--- config.mk ---
export PLATFORM = sky130hd
export DESIGN_NAME = matmul_apb_arbiter
export DESIGN_NICKNAME = d
export VERILOG_FILES = /design/src/rtl/matmul_apb_arbiter_pkg.sv /design/src/rtl/matmul_lock_tracker.sv /design/src/rtl/matmul_apb_arbiter.sv
export SDC_FILE = /design/constraint.sdc
export NUM_CORES = 1
export LEC_CHECK = 0
export CORE_AREA = 2 2 153 155
export CTS_CLUSTER_SIZE = 28
export DETAILED_ROUTE_END_ITERATION = 16
export DIE_AREA = 0 0 155 157
export GPL_ROUTABILITY_DRIVEN = 0
export PLACE_DENSITY = 0.68
export REMOVE_ABC_BUFFERS = 1
export SLEW_MARGIN = 20
export SYNTH_ARGS = -nofsm -noshare
export SYNTH_HDL_FRONTEND = slang
export SYNTH_SLANG_ARGS = --single-unit
--- constraint.sdc ---
create_clock -name clk -period 6.37 [get_ports clk]
set_input_delay 1.274 -clock clk [delete_from_list [all_inputs] [get_ports clk]]
set_output_delay 1.274 -clock clk [all_outputs]
set_load 0.03 [all_outputs]
--- src/rtl/matmul_apb_arbiter_pkg.sv ---
// Shared types and constants for the two-requester matmul APB arbiter.
//   apb_req_t   : one requester's transfer fields (addr, write, wdata, strb)
//   arb_state_e : arbiter FSM states
//   CTRL_ADDR / START_BIT : location of the matmul START control bit
package matmul_apb_arbiter_pkg;

   localparam int unsigned ADDR_W = 16;
   localparam int unsigned BUS_W  = 64;
   localparam int unsigned STRB_W = 4;

   localparam logic [15:0] CTRL_ADDR = 16'h0000;
   localparam int unsigned START_BIT = 0;

   typedef struct packed {
      logic [ADDR_W-1:0] addr;
      logic              write;
      logic [BUS_W-1:0]  wdata;
      logic [STRB_W-1:0] strb;
   } apb_req_t;

   typedef enum logic [2:0] {
      IDLE,
      SETUP,
      ACCESS,
      DONE,
      LOCK
   } arb_state_e;

endpackage

--- src/rtl/matmul_lock_tracker.sv ---
// Tracks the computation lock after a START write.
//   start     : one-cycle pulse, START write completed cleanly (sets lock)
//   busy      : matmul busy flag
//   locked    : registered lock flag
//   release_c : combinational, lock drops at the next edge
// Phase A waits for busy to rise (bounded by START_TIMEOUT),
// phase B waits for busy to fall.
module matmul_lock_tracker
   import matmul_apb_arbiter_pkg::*;
#(
   parameter int unsigned START_TIMEOUT = 16
) (
   input  logic clk,
   input  logic rst,
   input  logic start,
   input  logic busy,
   output logic locked,
   output logic release_c
);

   localparam int unsigned CNT_W = $clog2(START_TIMEOUT + 1);

   logic             phase_b;
   logic [CNT_W-1:0] cnt;

   // Release on busy fall in phase B, or when the rise wait expires in phase A.
   assign release_c = locked & ~start &
                      (phase_b ? ~busy
                               : (~busy & (cnt == CNT_W'(START_TIMEOUT - 1))));

   always_ff @(posedge clk or posedge rst) begin
      if (rst) begin
         locked  <= 1'b0;
         phase_b <= 1'b0;
         cnt     <= '0;
      end else if (start) begin
         locked  <= 1'b1;
         phase_b <= 1'b0;
         cnt     <= '0;
      end else if (release_c) begin
         locked  <= 1'b0;
         phase_b <= 1'b0;
         cnt     <= '0;
      end else if (locked && !phase_b) begin
         if (busy) phase_b <= 1'b1;
         else      cnt     <= cnt + CNT_W'(1);
      end
   end

endmodule

--- src/rtl/matmul_apb_arbiter.sv ---
// Two-requester round-robin APB master sharing the matmul slave.
//   req_*          : per-requester request slices, req_done/rdata/err completion
//   grant, locked  : current owner (one-hot) and computation lock
//   p*             : APB master signals towards the matmul slave
//   busy           : matmul busy flag, drives lock release
// rst_n is an asynchronous active-high reset.
module matmul_apb_arbiter
   import matmul_apb_arbiter_pkg::*;
#(
   parameter int unsigned           ADDR_WIDTH    = 16,
   parameter int unsigned           BUS_WIDTH     = 64,
   parameter int unsigned           MAX_DIM       = 4,
   parameter logic [ADDR_WIDTH-1:0] CTRL_ADDR     = ADDR_WIDTH'(matmul_apb_arbiter_pkg::CTRL_ADDR),
   parameter int unsigned           START_BIT     = matmul_apb_arbiter_pkg::START_BIT,
   parameter int unsigned           START_TIMEOUT = 16
) (
   input  logic                    clk,
   input  logic                    rst_n,
   input  logic [1:0]              req_valid,
   input  logic [2*ADDR_WIDTH-1:0] req_addr,
   input  logic [1:0]              req_write,
   input  logic [2*BUS_WIDTH-1:0]  req_wdata,
   input  logic [2*MAX_DIM-1:0]    req_strb,
   output logic [1:0]              req_done,
   output logic [BUS_WIDTH-1:0]    req_rdata,
   output logic                    req_err,
   output logic [1:0]              grant,
   output logic                    locked,
   output logic [ADDR_WIDTH-1:0]   paddr,
   output logic                    psel,
   output logic                    penable,
   output logic                    pwrite,
   output logic [BUS_WIDTH-1:0]    pwdata,
   output logic [MAX_DIM-1:0]      pstrb,
   input  logic                    pready,
   input  logic                    pslverr,
   input  logic [BUS_WIDTH-1:0]    prdata,
   input  logic                    busy
);

   localparam logic [MAX_DIM-1:0]   START_STRB = MAX_DIM'(1) << (START_BIT / 8);
   localparam logic [BUS_WIDTH-1:0] START_DATA = BUS_WIDTH'(1) << START_BIT;

   arb_state_e state, state_n;
   logic       ptr;
   logic [1:0] elig_c;
   logic       win_c;
   logic       start_c;
   logic       release_c;

   // While locked only the owner may compete; a requester being acked is never re-sampled.
   assign elig_c  = req_valid & ~req_done & ({2{~locked}} | grant);
   assign win_c   = (elig_c == 2'b11) ? ptr : elig_c[1];

   // Clean START write to the control register just completed.
   assign start_c = (state == DONE) && pwrite && (paddr == CTRL_ADDR) &&
                    (|(pstrb & START_STRB)) && (|(pwdata & START_DATA)) && !req_err;

   matmul_lock_tracker #(
      .START_TIMEOUT (START_TIMEOUT)
   ) u_lock (
      .clk       (clk),
      .rst       (rst_n),
      .start     (start_c),
      .busy      (busy),
      .locked    (locked),
      .release_c (release_c)
   );

   // State register.
   always_ff @(posedge clk or posedge rst_n) begin
      if (rst_n) state <= IDLE;
      else       state <= state_n;
   end

   // Next-state logic.
   always_comb begin
      state_n = state;
      case (state)
         IDLE:    if (|elig_c) state_n = SETUP;
         SETUP:   state_n = ACCESS;
         ACCESS:  if (pready) state_n = DONE;
         DONE:    state_n = (start_c || (locked && !release_c)) ? LOCK : IDLE;
         LOCK: begin
            if (release_c)    state_n = IDLE;
            else if (|elig_c) state_n = SETUP;
         end
         default: state_n = IDLE;
      endcase
   end

   // Registered APB fields, grant, completion and round-robin pointer.
   always_ff @(posedge clk or posedge rst_n) begin
      if (rst_n) begin
         grant     <= '0;
         paddr     <= '0;
         pwrite    <= 1'b0;
         pwdata    <= '0;
         pstrb     <= '0;
         psel      <= 1'b0;
         penable   <= 1'b0;
         req_done  <= '0;
         req_rdata <= '0;
         req_err   <= 1'b0;
         ptr       <= 1'b0;
      end else begin
         req_done <= '0;
         psel     <= (state_n == SETUP) || (state_n == ACCESS);
         penable  <= (state_n == ACCESS);
         if (state_n == SETUP) begin
            grant  <= win_c ? 2'b10 : 2'b01;
            paddr  <= win_c ? req_addr[ADDR_WIDTH +: ADDR_WIDTH] : req_addr[0 +: ADDR_WIDTH];
            pwrite <= win_c ? req_write[1] : req_write[0];
            pwdata <= win_c ? req_wdata[BUS_WIDTH +: BUS_WIDTH] : req_wdata[0 +: BUS_WIDTH];
            pstrb  <= win_c ? req_strb[MAX_DIM +: MAX_DIM] : req_strb[0 +: MAX_DIM];
         end else if (state_n == IDLE) begin
            grant <= '0;
         end
         if (state == ACCESS && pready) begin
            req_done  <= grant;
            req_rdata <= prdata;
            req_err   <= pslverr;
         end
         if (state == DONE) ptr <= ~grant[1];
      end
   end

   // A granted requester must hold req_valid until its req_done.
   a_hold_valid: assert property (@(posedge clk) disable iff (rst_n)
      ((state == SETUP) || (state == ACCESS)) |-> |(req_valid & grant));

endmodule
==> results summary <==
After layout, the design draws a total of 6.66 mW. The pre-CTS setup slack is 2.66 ns. The core occupancy in the finished layout came out at 53.8%. After synthesis the netlist holds a flip-flop and latch count of 167. The final layout contains routed wiring with a total length of 25.6 mm. The transition time at the pin with the least slew margin came out at 1.02 ns. The height of the chip is 157 um. The startpoint of the most critical setup path is req_valid[0]. The total global-route track usage is 20.6%. The clock net sink count came out at 167. The share of total power in the clock network came out at 17.7%. The floorplan step defined a die boundary enclosing 24,300 sq um. The number of distinct standard cells referenced by the synthesized netlist came out at 47. The flow ran to the end, and the final reports show no timing, DRC or antenna violations. On the final layout, the worst hold slack is 0.505 ns. The count of endpoints failing hold in the final timing report is 0.

Data on the critical path arrives at its endpoint at 3.60 ns. The final-stage net count is 1,306. The flip-flop cell with the highest count after synthesis is dfrtp_1. The max-cap violation count is 0. The switching share of power is 43.0%. The clock period minus worst slack is 3.30 ns. The floorplan has 55 rows. Of all nets on the critical path, the largest fanout is 86.

The number of instances resized during post-cts repair came out at 0. Summed over all nets, the switching power comes to 2.87 mW. The number of post-CTS setup repair buffers came out at 0. The number of buffers inserted during clock tree synthesis is 17.

The leakage power total is 4.89 nW. The die width came out at 155 um. The async set or reset register ratio after synthesis is 100%. The maximum achievable frequency is 303 MHz. The clock arrives with 0.0110 ns of skew. The number of fill cells in the layout is 2,013. The library cell used most frequently in the layout, excluding fill and tap cells, is clkdlybuf4s50_1. The peak ir drop on the vdd network is 261 uV. The worst register-to-register path begins at u_lock.cnt[0]$_DFFE_PP0P_. The minimum setup slack in the final design is 3.07 ns. The largest net degree at the start of global routing came out at 93.

The worst slew slack as a fraction of its limit came out at 31.7%. The effective utilization at floorplan came out at 32.3%. The post-route netlist has 10.3% of its cells at a drive strength greater than 1. The later pin in the worst-skew pair is clocked with a latency of 0.41 ns. The count of final setup violators is 0.

The relative contribution of sequential cells to total power came out at 28.8%. In the finished design, the share of the clock period the worst path needs comes to 51.8%. The initial antenna violation count is 1. The via count of the first global-routing pass is 6,895. The number of DRC violations after detailed routing is 0. The type of the tightest min-delay check is reg -> reg. The number of levels the H-tree was split into is 4. The ratio of total power to cell area came out at 550 nW/um^2. Sequential elements use 57.5% of the synthesized area.

Clock-pin slew was measured on the worst setup and hold paths at 0.07 ns. The remaining number of nets flagged by the antenna check after routing came out at 0. The mean instance size in the synthesized netlist is 10.4 sq um. The cell chosen for the clock root is clkbuf_16. The core region is 22,500 sq um. In the layout the commonest cells are clkdlybuf4s50_1, nand2_1, dfrtp_1.

The critical path launch point type is an input pin. Summing every instance area after synthesis gives 7270 sq um. For this run the aggregate overflow at the end of global routing stands at 0. The count of routing violations after the opening detailed-route iteration came out at 330. The classification of the worst setup path is in -> reg. The detailed-route wire length per cell is 18.8 um. The synthesized netlist cell count came out at 697.

Walking the worst path, the cells encountered are clkdlybuf4s50_1, nand2b_1, o22ai_4, buf_4, o21ai_0, a311o_1. The first global-routing pass estimated 38.9 mm of wire. STA puts the critical path data required time at 6.67 ns. Among all stages on the critical path, the largest delay is contributed by buf_4. For this run, the slowest stage of the critical path takes 0.79 ns. The total via count in the routed design came out at 6,742. TritonCTS built the clock tree.

The final-report max-slew violation count is 0. The count of buffers added on input and output ports is 397. The hold path startpoint is req_rdata[16]$_DFFE_PP0P_. The count of TritonRoute iterations in the first routing pass is 5. The internal power consumption is 3.80 mW. The count of flip-flops with a built-in enable after synthesis came out at 0. The number of hold buffers added after cts came out at 0.

The maximum count of clock buffers along a single path is 2. The critical path endpoint category is a register. Setup repair after global routing left no endpoint under its margin. The number of warnings printed during yosys synthesis came out at 0.

The number of vias per cell came out at 4.95. The I/O pin count is 398. The fraction of power consumed by combinational cells came out at 53.5%.

The aggregate negative setup slack is 0 ns. The signed area change from the synthesized netlist to the final layout is 66.5%. The half-perimeter wire length after placement came out at 17.8 mm.
per-layer routing:
metal | vias to the layer above | wire [um] | GRT usage (%)
met5 | - | 0 | 0
met4 | 0 | 502 | 5.73
met3 | 29 | 2270 | 7.32
met2 | 310 | 12700 | 35.9
met1 | 3219 | 10100 | 24.2
li1 | 3184 | - | -
cell usage after synthesis, drive strengths merged, types with 2 or more instances:
cell    instances  area [sq um]
mux2           65           732
xor2            2          17.5
nor2           10          37.5
or2             2          12.5
a21oi          85           425
and2            2          12.5
a31oi          85           532
ha              2          25.0
inv             4          15.0
nor2b           3          18.8
clkbuf         17          63.8
xnor2           2          17.5
mux2i           2          20.0
nor4b           3          26.3
buf            38           214
dfrtp         167          4180
a311oi          2          23.8
o21ai           3          15.0
nor3            2          10.0
nor4            2          12.5
nand2b          4          25.0
nand2         175           657
critical path: cells and delay by family:
kind,cells,cell delay [ns]
buffers and inverters,2,1.24
AND/OR/NAND/NOR,1,0.19
AO/OA/AOI/OAI,3,0.89
per-stage QoR:
step	std cells	cell area [sq um]
6_report	1361	12100
5_1_grt	1361	12100
4_1_cts	1360	12100
3_5_place_dp	1329	11400
3_3_place_gp	1329	11400
2_1_floorplan	642	6990
kinds of logic (layout without fill, tap and decap cells):
| family | after synthesis | after routing | share of synthesized area [%] |
|---|---|---|---|
| flops | 167 | 167 | 57.5 |
| simple gates | 211 | 211 | 12.0 |
| compound gates | 187 | 187 | 15.3 |
| fa+ha+maj | 2 | 2 | 0.344 |
| buf+inv | 59 | 437 | 4.03 |
| other cells | 0 | 1 | 0 |
| xor+xnor | 4 | 4 | 0.482 |
| mux | 67 | 67 | 10.3 |
flip-flops by register name, indices dropped and copies added, names as in the netlist:
name and count:
psel 1, pwdata 64, req_err 1, penable 1
ptr 1, grant 2, u_lock.cnt 5, u_lock.phase_b 1
req_done 2, u_lock.locked 1, req_rdata 64, pstrb 4
pwrite 1, paddr 16, state 3
area by class of cell:
cell class              count  area [sq um]  share of cell area (%)
inverters                   4          20.0                   0.165
well taps                 285           357                    2.95
clock inverters            14           233                    1.92
clock buffers              17           425                    3.51
diodes                      1          2.50                  0.0207
multi-input cells         471          2860                    23.7
flip-flops and latches    167          4180                    34.5
repair buffers            402          4020                    33.2
power by group through the flow:
stage                     combinational (mW)  sequential [mW]  clock (mW)
after floorplan                         1.09             2.87           0
after global placement                  3.58             1.91           0
after detailed placement                3.60             1.94           0
after CTS                               3.60             1.93        1.21
after global routing                    3.79             2.00        1.26
final                                   3.56             1.92        1.18
worst paths after layout:
| check | end | slack [ns] | cells after the start |
|---|---|---|---|
| max | grant[0]$_DFFE_PP0P_ | 3.07 | 6 |
| min | req_rdata[16]$_DFFE_PP0P_ | 0.51 | 1 |
| max in group asynchronous | paddr[9]$_DFFE_PP0N_ | 4.05 | 3 |
| min reg2reg | req_rdata[16]$_DFFE_PP0P_ | 0.51 | 1 |
| max reg2reg | pwdata[48]$_DFFE_PP0N_ | 3.49 | 8 |
| min in group asynchronous | req_rdata[5]$_DFFE_PP0P_ | 1.34 | 2 |
Note: power is estimated with default switching activity, not from simulation.
